===== src/rtl/load_store_unit.sv =====
// Load/store initiator for a word-organised data memory: byte/half/word access, RMW for sub-word stores.
// Optional LSU_MISALIGN_CHECK_EN: fault misaligned half/word accesses instead of aligning them down.

module lsu_lane_merge (
  input  logic       wr_sel,
  input  logic [7:0] old_byte,
  input  logic [7:0] new_byte,
  output logic [7:0] out_byte
);
  assign out_byte = wr_sel ? new_byte : old_byte;
endmodule

module load_store_unit #(
  parameter int ADDRESS_WIDTH = 6,
  parameter int DATA_WIDTH    = 32
) (
  input  logic                     clk,
  input  logic                     rst_n,
  input  logic                     req_valid,
  output logic                     req_ready,
  input  logic                     req_we,
  input  logic [2:0]               req_funct3,
  input  logic [ADDRESS_WIDTH+1:0] req_addr,
  input  logic [DATA_WIDTH-1:0]    req_wdata,
  output logic                     resp_valid,
  output logic [DATA_WIDTH-1:0]    resp_rdata,
  output logic                     resp_fault,
  output logic                     mem_write_en,
  output logic [DATA_WIDTH-1:0]    mem_write_data,
  output logic [ADDRESS_WIDTH+1:0] mem_address,
  input  logic [DATA_WIDTH-1:0]    mem_read_data
);
  localparam int AW        = ADDRESS_WIDTH + 2;
  localparam int NUM_LANES = DATA_WIDTH / 8;

  typedef enum logic [1:0] {IDLE, READ, WRITE, RESP} state_e;

  typedef struct packed {
    logic                  we;
    logic [2:0]            funct3;
    logic [AW-1:0]         addr;
    logic [DATA_WIDTH-1:0] wdata;
  } req_t;

  state_e                state_q, state_d;
  req_t                  req_q, req_d;
  logic [DATA_WIDTH-1:0] word_q, word_d;
  logic [DATA_WIDTH-1:0] resp_rdata_q, resp_rdata_d;
  logic                  resp_fault_q, resp_fault_d;

  // Incoming request decode (only meaningful while IDLE)
  logic [1:0]    in_size;
  logic          in_illegal;
  logic          in_misalign;
  logic          in_fault;
  logic [AW-1:0] in_addr;

  assign in_size    = req_funct3[1:0];
  assign in_illegal = (req_funct3[1:0] == 2'b11) || (req_funct3[2:1] == 2'b11);

`ifdef LSU_MISALIGN_CHECK_EN
  assign in_misalign = ((in_size == 2'b01) && req_addr[0]) ||
                       ((in_size == 2'b10) && (req_addr[1:0] != 2'b00));
  assign in_addr     = req_addr;
`else
  assign in_misalign = 1'b0;
  always_comb begin
    in_addr = req_addr;
    case (in_size)
      2'b01:   in_addr = {req_addr[AW-1:1], 1'b0};
      2'b10:   in_addr = {req_addr[AW-1:2], 2'b00};
      default: in_addr = req_addr;
    endcase
  end
`endif

  assign in_fault = in_illegal | in_misalign;

  // Store path: replicate right-aligned data across lanes, then pick lanes to overwrite
  logic [NUM_LANES-1:0]  lane_wr;
  logic [DATA_WIDTH-1:0] store_rep;
  logic [DATA_WIDTH-1:0] merged;

  always_comb begin
    lane_wr   = '0;
    store_rep = req_q.wdata;
    case (req_q.funct3[1:0])
      2'b00: begin
        lane_wr[req_q.addr[1:0]] = 1'b1;
        store_rep = {NUM_LANES{req_q.wdata[7:0]}};
      end
      2'b01: begin
        lane_wr   = req_q.addr[1] ? NUM_LANES'(4'b1100) : NUM_LANES'(4'b0011);
        store_rep = {(NUM_LANES/2){req_q.wdata[15:0]}};
      end
      default: begin
        lane_wr   = '1;
        store_rep = req_q.wdata;
      end
    endcase
  end

  for (genvar i = 0; i < NUM_LANES; i++) begin : g_lane
    lsu_lane_merge u_lane (
      .wr_sel  (lane_wr[i]),
      .old_byte(word_q[8*i +: 8]),
      .new_byte(store_rep[8*i +: 8]),
      .out_byte(merged[8*i +: 8])
    );
  end

  // Load path: halfword accesses are aligned here, so a byte shift serves both sizes
  logic [15:0]           rd_shift;
  logic [DATA_WIDTH-1:0] load_data;

  always_comb begin
    rd_shift  = 16'(mem_read_data >> {req_q.addr[1:0], 3'b000});
    load_data = mem_read_data;
    case (req_q.funct3)
      3'b000:  load_data = {{(DATA_WIDTH-8){rd_shift[7]}}, rd_shift[7:0]};
      3'b001:  load_data = {{(DATA_WIDTH-16){rd_shift[15]}}, rd_shift[15:0]};
      3'b100:  load_data = {{(DATA_WIDTH-8){1'b0}}, rd_shift[7:0]};
      3'b101:  load_data = {{(DATA_WIDTH-16){1'b0}}, rd_shift[15:0]};
      default: load_data = mem_read_data;
    endcase
  end

  always_comb begin
    state_d      = state_q;
    req_d        = req_q;
    word_d       = word_q;
    resp_rdata_d = '0;
    resp_fault_d = 1'b0;
    case (state_q)
      IDLE: begin
        if (req_valid) begin
          req_d.we     = req_we;
          req_d.funct3 = req_funct3;
          req_d.addr   = in_addr;
          req_d.wdata  = req_wdata;
          if (in_fault) begin
            state_d      = RESP;
            resp_fault_d = 1'b1;
          end else if (!req_we || (in_size != 2'b10)) begin
            state_d = READ;
          end else begin
            state_d = WRITE;
          end
        end
      end
      READ: begin
        word_d = mem_read_data;
        if (req_q.we) begin
          state_d = WRITE;
        end else begin
          state_d      = RESP;
          resp_rdata_d = load_data;
        end
      end
      WRITE:   state_d = RESP;
      RESP:    state_d = IDLE;
      default: state_d = IDLE;
    endcase
  end

  always_ff @(posedge clk or negedge rst_n) begin
    if (!rst_n) begin
      state_q      <= IDLE;
      req_q        <= '0;
      word_q       <= '0;
      resp_rdata_q <= '0;
      resp_fault_q <= 1'b0;
    end else begin
      state_q      <= state_d;
      req_q        <= req_d;
      word_q       <= word_d;
      resp_rdata_q <= resp_rdata_d;
      resp_fault_q <= resp_fault_d;
    end
  end

  assign req_ready      = (state_q == IDLE);
  assign resp_valid     = (state_q == RESP);
  assign resp_rdata     = resp_rdata_q;
  assign resp_fault     = resp_fault_q;
  assign mem_write_en   = (state_q == WRITE);
  assign mem_write_data = mem_write_en ? merged : '0;
  assign mem_address    = ((state_q == READ) || (state_q == WRITE)) ?
                          {req_q.addr[AW-1:2], 2'b00} : '0;

endmodule


===== config.mk =====
export PLATFORM = sky130hd
export DESIGN_NAME = load_store_unit
export DESIGN_NICKNAME = d
export VERILOG_FILES = /design/src/rtl/load_store_unit.sv
export SDC_FILE = /design/constraint.sdc
export NUM_CORES = 1
export LEC_CHECK = 0
export ABC_CLOCK_PERIOD_IN_PS = 5400
export CORE_ASPECT_RATIO = 1.2
export CORE_UTILIZATION = 30
export DETAILED_ROUTE_END_ITERATION = 12
export HOLD_SLACK_MARGIN = 0.03
export PLACE_DENSITY = 0.53
export SYNTH_ARGS = -nofsm -noshare
export SYNTH_HDL_FRONTEND = slang
export SYNTH_SLANG_ARGS = --single-unit

===== constraint.sdc =====
create_clock -name clk -period 5.4 [get_ports clk]
set_clock_uncertainty 0.1 [all_clocks]
set_input_delay 0.54 -clock clk [delete_from_list [all_inputs] [get_ports clk]]
set_output_delay 0.54 -clock clk [all_outputs]
set_load 0.02 [all_outputs]

# Yosys cells after proc, flatten, opt, wreduce, memory -nomap -nowiden
# Cells that the tools add are included.
[word_totals]
ramBits = 0
n_memories = 0
rom_bits = 0
output_inout_bits = 76
register_bits = 111
latch_bits = 0
[op_classes]
eq_ne = 13
bitwise_logic = 0
shift = 1
multipliers = 0
n_mux = 23
div = 0
order_cmp = 2
n_reduce_logical = 9
add_sub_neg = 0
[op_table]
columns = ["operator", "n"]
rows = [
  ["32-bit one-hot mux with 4 select lines", 1],
  ["32-bit two-way mux", 3],
  ["32-bit one-hot mux with 2 select lines", 1],
  ["8-bit two-way mux", 5],
  ["32-bit by 5-bit >> shifter with 16-bit output", 1],
  ["2-bit == test (second input constant)", 5],
  ["2-bit one-hot mux with 4 select lines", 1],
  ["4-bit one-hot mux with 2 select lines", 1],
  ["2-bit by 1-bit == test with 1-bit output (second input constant)", 3],
  ["3-bit == test (second input constant)", 2],
  ["2-bit two-way mux", 3],
  ["1-bit two-way mux", 5],
  ["2-bit zero test", 2],
  ["4-bit two-way mux", 1],
  ["2-bit != test (second input constant)", 2],
  ["2-bit one-hot mux with 2 select lines", 1],
  ["3-bit by 1-bit == test with 1-bit output (second input constant)", 1],
  ["3-bit zero test", 1],
  ["1-bit logical OR", 3],
  ["2-bit by 3-bit less-than comparator with 1-bit output (second input constant)", 1],
  ["1-bit demux with 2-bit select", 1],
  ["2-bit by 1-bit greater-or-equal comparator with 1-bit output (second input constant)", 1],
  ["2-bit AND reduction", 1],
  ["1-bit logical AND", 1],
  ["1-bit zero test", 1],
]

# Depth between registers and ports, before layout
# Gate-level depths: netlist (run 1).
[logic_depth]
ltp_word = 7
ltp_mapped = 8
ltp_nobuf = 6

# Modules after synthesis
# From an unflattened synthesis (run 1), not the netlist that was laid out.
[hier_totals]
cells_unflattened = 485
hier_area_um2 = 5889.4
[modules_own_cells]
columns = ["mod", "n_inst", "cells_each", "seq_area_each_um2", "area_each_um2"]
rows = [
  ["load_store_unit", 1, 449, 2777.7, 5363.9],
  ["lsu_lane_merge", 4, 9, 0.0, 131.4],
]

# Worst setup path after synthesis (run 1)
# Ideal clock, no wire load.
[synth_path]
kind = "flip-flop to output port"
from = "register state_q[0]"
to = "output mem_write_data[24]"
t_required_ps = 4760
stages_incl_launch_ff = 6
slack_ps = 2999
arrival_ps = 1761
cell_sequence = "dfrtp_1 > inv_1 > ha_1 > clkbuf_1 > nand2_1 > o31ai_1"
[synth_via]
elab_chain_cells = 2
[synth_lines]
columns = ["item", "line_no", "source"]
rows = [
  ["start, declared", "45", "state_e state_q, state_d;"],
  ["start signal, assigned", "174", "state_q <= state_d;"],
  ["2-bit == test", "186", "assign mem_write_en = (state_q == WRITE);"],
  ["net mem_write_en", "28", "output logic mem_write_en,"],
  ["32-bit two-way mux", "187", "assign mem_write_data = mem_write_en ? merged : '0;"],
  ["end, declared", "29", "output logic [DATA_WIDTH-1:0] mem_write_data,"],
]
# The timed path passes the listed nets, and every way through them passes these cells.

# Final worst setup path (run 1)
[layout_path]
from = "register req_q[41] (netlist bit)"
to = "output mem_write_data[15]"
[layout_via]
elab_chain_cells = 4
[layout_lines]
columns = ["item", "line_no", "source"]
rows = [
  ["start, declared", "46", "req_t req_q, req_d;"],
  ["start signal, assigned", "175", "req_q <= req_d;"],
  ["2-bit by 1-bit == test with 1-bit output / 2-bit zero test (equally long branches)", "87", "case (req_q.funct3[1:0])"],
  ["32-bit one-hot mux with 2 select lines / 4-bit one-hot mux with 2 select lines (equally long branches)", "87", ""],
  ["8-bit two-way mux (*)", "10", "assign out_byte = wr_sel ? new_byte : old_byte;"],
  ["32-bit two-way mux (*)", "187", ""],
]
# Every way passes the cells marked *; elsewhere a longest branch is shown, timed or not.

==> reports/qor.yml, run 1 <==
status:
  status: "complete, no violations"
critical_path:
  crit_path_top_delay_cell: "dfrtp_1"
  arrival_ns: 3.39
  critPathMaxStageDelay_ns: 0.98
  crit_fanout: 29
  setup.worst_path.end_class: "output port"
  crit_chain: "inv_1, o21ai_2, o211ai_1, o211a_1, clkdlybuf4s50_1"
  cp.required_ns: 4.76
  crit_path_start_kind: "flop"
  path_class: "flop to output port"
  critical-path-top-delay-family: "buffers and inverters"
  cp_num_buf_inv: 2
grt:
  grt_pass1_vias: 4448
  grt_pass1_wl_um: 26080
  grt_antenna_before_repair: 0
  grt_overflow_total: 0
  grtUsageTotal: 0.1831
  grt_max_degree: 86
clock_tree:
  cts.sinks: 111
  cts_hold_buf: 0
  cts_max_path_buffers: 2
  cts_max_level: 3
  cts_resized: 0
  root_buffer: "clkbuf_16"
  tritoncts: "yes"
  clock_latency_ns: 0.35
  cts_made_buffers: 9
  postCtsSetupRepairBufs: 0
  path_clk_slew_ns: 0.08
timing:
  worst_pin_slew_ns: 1.140
  setup_tns_ns: 0
  maxSlewViolCount: 0
  rsz0062_at_grt: "no"
  period_share: 0.7464
  period_needed_ns: 4.030
  fmax_mhz: 248.1
  hold_viol_final: 0
  slew_headroom: 0.2373
  setup_viol: 0
finish:
  num_antenna_cells: 0
  syn_to_final_growth_pct: 35.41
  fill_cells: 1766
  nNetsFinal: 717
  drive_gt1_frac: 0.1604
  final_util: 0.4152
place:
  place_hpwl_um: 12640
  gp_congestion: 0.8488
  numPortBuffers: 152
detailed_routing:
  drt_iter0_drc: 278
  wl_per_cell_um: 19.50
  vias_per_cell: 5.063
  firstDrtPassIters: 4
  drc_errors: 0
  ant_nets: 0
  wl_um: 16770
  num_vias: 4354
power_and_ir_drop:
  vdd_drop_max_uv: 424.8
  pwr_density_cell_mw_per_mm2: 611.6
  p_leak_nw: 3.170
worst_hold_path:
  hold_path_class: "input pin to asynchronous set/reset pin"
floorplan:
  die_w_um: 126.4
  core_area_sq_mm: 0.01817
  start_util: 0.3066
  die_area_sq_mm: 0.01913
  die_y_um: 151.3
  rows: 54
  boundaryPins: 155
yosys:
  synth_seq_area_share: 0.4984
  yosysWarnings: 0
  syn-cell-area_sq_mm: 0.005573
  syn_avg_cell_area_sq_um: 11.08
  synth_cells: 503
  synthDistinctLibCells: 38
  synth_seq_cells: 111
run:
  maxCapViolCount: 0
==> area by class of cell <==
type | instances | area, sq um | area share
Multi-Input combinational cell | 346 | 2596 | 0.3441
Sequential cell | 111 | 2778 | 0.3681
Timing Repair Buffer | 155 | 1541 | 0.2043
Clock buffer | 10 | 229.0 | 0.03034
Clock inverter | 6 | 91.34 | 0.01210
Tap cell | 224 | 280.3 | 0.03714
Inverter | 8 | 30.03 | 0.003979
==> Yosys cell counts <==
master	n	share of area
o21ai_2	1	0.0016
a32oi_1	1	0.0016
buf_1	5	0.0034
o21bai_1	1	0.0013
o21a_4	1	0.0027
buf_2	9	0.0081
mux2i_1	29	0.052
a31oi_1	2	0.0022
a21oi_1	10	0.0090
buf_6	1	0.0020
ha_1	7	0.016
o211ai_1	3	0.0040
o21ai_0	49	0.044
mux2_2	75	0.15
nand3_1	8	0.0072
a32o_1	7	0.013
a21oi_4	1	0.0029
o221ai_4	1	0.0047
nor2_1	29	0.020
buf_4	3	0.0040
nand2b_1	2	0.0022
conb_1	1	0.00067
nor2b_1	11	0.012
inv_1	8	0.0054
o211a_1	16	0.029
nand2_1	47	0.032
o22ai_1	8	0.0090
and2_1	9	0.010
clkbuf_1	20	0.013
o22a_1	7	0.011
or2_2	2	0.0022
o21ai_1	1	0.00090
dfrtp_1	111	0.50
a21o_1	1	0.0013
nor3_1	1	0.00090
o31ai_1	7	0.0094
o2bb2ai_1	7	0.011
clkbuf_2	1	0.00090
==> power by group <==
group          internal, mW  switching, mW
combinational          1.15           1.20
sequential             1.20          0.348
clock                 0.411          0.314
==> routing by layer <==
layer  global-route usage  share of wire
met1               0.2275           0.43
met2               0.3146           0.50
met3              0.02967          0.045
met4              0.07952          0.028
met5                    0              0
==> cell families after synthesis <==
logic type | share of synthesized area
compound gates | 0.1581
flops | 0.4984
simple gates | 0.08621
mux | 0.2036
buf+inv | 0.03727
fa+ha+maj | 0.01572
other cells | 0.0006729
==> state kept, by name, summed over array words and instances (netlist names) <==
register / flops
resp_fault: 1
req_q: 44
resp_rdata: 32
word_q: 32
state_q: 2
==> metrics by stage <==
step                setup slack (ns)  power (mW)  instances  instance area [sq um]  hold slack, ns
floorplan                      2.999       2.994        504                   5577          0.1444
global route                   1.153       4.925        860                   7546          0.3540
CTS                            1.372       4.654        860                   7546          0.3306
finish                         1.370       4.615        860                   7546          0.2639
detailed placement             1.778       3.912        844                   7226          0.3882
global placement               1.882       3.891        844                   7226          0.3808
==> final timing paths <==
kind,start,end,slack [ns],cells after the start
setup / recovery,req_q[41],mem_write_data[15],1.37,5
hold / removal,rst_n,resp_rdata[14],0.26,1
setup reg to reg,state_q[1],resp_rdata[0],2.60,6
hold reg to reg,req_q[35],req_q[35],0.40,1
max in group asynchronous,rst_n,req_q[18],3.96,2
min in group clk,req_q[35],req_q[35],0.40,1
==> placed cells by master (no fill, tap or decap), types with 3 or more instances in the layout <==
cell             count
mux2_2              75
dfrtp_1            111
o211a_1             16
o22ai_1              8
a32o_1               7
mux2i_1             29
o31ai_1              7
a21oi_1             10
and2_1               9
o2bb2ai_1            7
o21ai_0             49
buf_4                4
o22a_1               7
nand2_1             46
clkdlybuf4s50_1    151
o211ai_1             3
inv_1                8
clkbuf_16            9
nand3_1              8
nor2b_1             10
ha_1                 7
nor2_1              29
Note: power is estimated with default switching activity, not from simulation.
==> run 2: changes to the inputs <==
Settings changed: ABC_CLOCK_PERIOD_IN_PS 5400 to 3600, PLACE_DENSITY 0.53 to 0.55.
Clock period 5.4 ns to 3.6 ns, I/O delays scaled along.
==> run 2 against run 1 <==
Compared with the run above:
- combinational power grew 54%
- core utilization is 0.18 points higher
- via count is 0.48% lower
- critical path type unchanged
- count of clock-buffer cells in the layout stayed put
- sequential power up 47%
- worst hold slack improved by 0.14 ns
- largest power group unchanged
==> reports/qor.yml, run 2 (same netlist as run 1, synthesis figures left out) <==
status:
  status: "complete, no violations"
timing:
  hold_viol_final: 0  # unchanged
  setup_tns_ns: 0  # unchanged
  maxSlewViolCount: 0  # unchanged
  fmax_mhz: 318.2
  rsz0062_at_grt: "no"
  period_share: 0.8728
  worst_slack_ns: 0.4578  # -0.9118 ns
  slew_headroom: 0.2635  # +0.02619
  period_needed_ns: 3.142
  worst_pin_slew_ns: 1.101  # -0.03914 ns
  setup_viol: 0  # unchanged
grt:
  grtUsageTotal: 0.1821  # -0.0009691
  grt_max_degree: 58  # -33%
  grt_antenna_before_repair: 0  # unchanged
  grt_pass1_wl_um: 25880  # -0.77%
  grt_pass1_vias: 4481  # +0.74%
  grt_overflow_total: 0  # unchanged
critical_path:
  arrival_ns: 2.68  # -0.71 ns
  crit_path_start_kind: "flop"
  r2r-start: "state_q[1]"
  crit_chain: "inv_1, ha_1, nand2_1, o31ai_1, clkdlybuf4s50_1"
  critical-path-top-delay-family: "buffers and inverters"
  cp.required_ns: 3.14  # -1.62 ns
  crit_path_top_delay_cell: "clkdlybuf4s50_1"
  setup.worst_path.end_class: "output port"
  crit_fanout: 13  # -55%
  critPathMaxStageDelay_ns: 0.66  # -0.32 ns
  startpoint: "state_q[0]"
  path_class: "flop to output port"
  cp_num_buf_inv: 2  # unchanged
detailed_routing:
  ant_nets: 0  # unchanged
  drc_errors: 0  # unchanged
  wl_um: 16660  # -0.71%
  num_vias: 4333  # -0.48%
  firstDrtPassIters: 4  # unchanged
  wl_per_cell_um: 19.19  # -1.6%
  drt_iter0_drc: 254  # -8.6%
  vias_per_cell: 4.992  # -1.4%
floorplan:
  core_area_sq_mm: 0.01817  # unchanged
  die_y_um: 151.3  # unchanged
  die_w_um: 126.4  # unchanged
  rows: 54  # unchanged
  die_area_sq_mm: 0.01913  # unchanged
  start_util: 0.3066  # unchanged
  boundaryPins: 155  # unchanged
place:
  numPortBuffers: 152  # unchanged
  post-place-ws_ns: 0.8291  # -0.9487 ns
  dp.cells: 851  # +0.83%
  gp_congestion: 0.8479  # -0.11%
  place_hpwl_um: 12790  # +1.2%
finish:
  syn_to_final_growth_pct: 35.99
  mostFrequentLayoutCells: "clkdlybuf4s50_1, dfrtp_1, mux2_2"
  fill_cells: 1738  # -1.6%
  largest_reg_flops: 44  # unchanged
  top_register: "req_q"
  nNetsFinal: 725  # +1.1%
  num_antenna_cells: 0  # unchanged
  fin_cells: 868  # +0.93%
  mostFrequentLayoutCell: "clkdlybuf4s50_1"
  drive_gt1_frac: 0.1708  # +0.01043
clock_tree:
  cts_made_buffers: 9  # unchanged
  clock_latency_ns: 0.36  # about the same
  tritoncts: "yes"
  root_buffer: "clkbuf_16"
  cts.sinks: 111  # unchanged
  path_clk_slew_ns: 0.07  # about the same
  postCtsSetupRepairBufs: 0  # unchanged
  cts_max_level: 3  # unchanged
  cts_max_path_buffers: 2  # unchanged
power_and_ir_drop:
  comb_power_share: 0.525  # +0.017
  switching_power_mw: 2.823  # +52%
  p_sw_frac: 0.4110  # +0.007649
  pwr_density_cell_mw_per_mm2: 906.3  # +48%
  p_leak_nw: 3.191  # +0.69%
  p_int_mw: 4.046  # +47%
  pwr-share-seq: 0.331  # -0.004
  vdd_drop_max_uv: 489.1  # +15%
  pwr-share-clk: 0.144  # -0.013
run:
  maxCapViolCount: 0  # unchanged
worst_hold_path:
  hold_path_class: "flop to flop"
  hp-start: "req_q[34]"
==> run 2: what timing repair did <==
item / 4_1_cts / 5_1_grt
setup endpoints to repair: 0 / 0
hold buffers: 1 / 0
endpoints found under the hold margin: 55 / 0
gates resized for setup: 0 / 0
==> run 2: stage by stage <==
stage          power, mW  hold slack (ns)    util  cell area (sq um)
6_report           6.869           0.4007  0.4170               7579
3_5_place_dp       5.914           0.3752  0.4005               7278
3_3_place_gp       5.871           0.3723  0.4005               7278
4_1_cts            6.936           0.4031  0.4170               7579
5_1_grt            7.320           0.4304  0.4170               7579
2_1_floorplan      4.492         -0.03559       -               5577
==> run 2: layout make-up <==
class	instances	area [sq um]	area share
Clock buffer	10	239.0	0.03153
Multi-Input combinational cell	346	2596	0.3426
Tap cell	224	280.3	0.03698
Sequential cell	111	2778	0.3665
Clock inverter	6	51.30	0.006769
Timing Repair Buffer	163	1604	0.2117
Inverter	8	30.03	0.003962
==> run 2: worst register-to-register path, cell delays in order (launching register included) <==
cell	delay, ns
dfrtp_1	0.40
inv_1	0.11
ha_1	0.16
buf_4	0.37
nor2b_2	0.28
buf_4	0.31
and2_1	0.31
a32o_1	0.21
==> run 2: power by group through the flow <==
stage	Combinational, mW	Sequential, mW	Clock, mW
floorplan	2.31	2.18	0
global placement	3.59	2.28	0
detailed placement	3.62	2.30	0
CTS	3.64	2.28	1.02
global route	3.90	2.35	1.07
finish	3.61	2.27	0.989
==> run 2: path summary, 6_finish.rpt <==
kind,slack [ns],cells after the start,endpoint
worst max-delay path,0.46,5,mem_write_data[27]
worst min-delay path,0.40,1,req_q[34]
worst max register to register,1.27,7,resp_rdata[4]
worst min register to register,0.40,1,req_q[34]
max in group asynchronous,2.02,3,req_q[17]
min in group asynchronous,0.50,2,word_q[21]
==> run 2: routing by layer <==
layer | wire (um) | GRT usage | vias to the layer above
met5 | 0 | 0 | -
met4 | 546 | 0.09036 | 0
met3 | 708 | 0.02791 | 27
met2 | 8114 | 0.3066 | 138
met1 | 7285 | 0.2283 | 2103
li1 | - | - | 2065
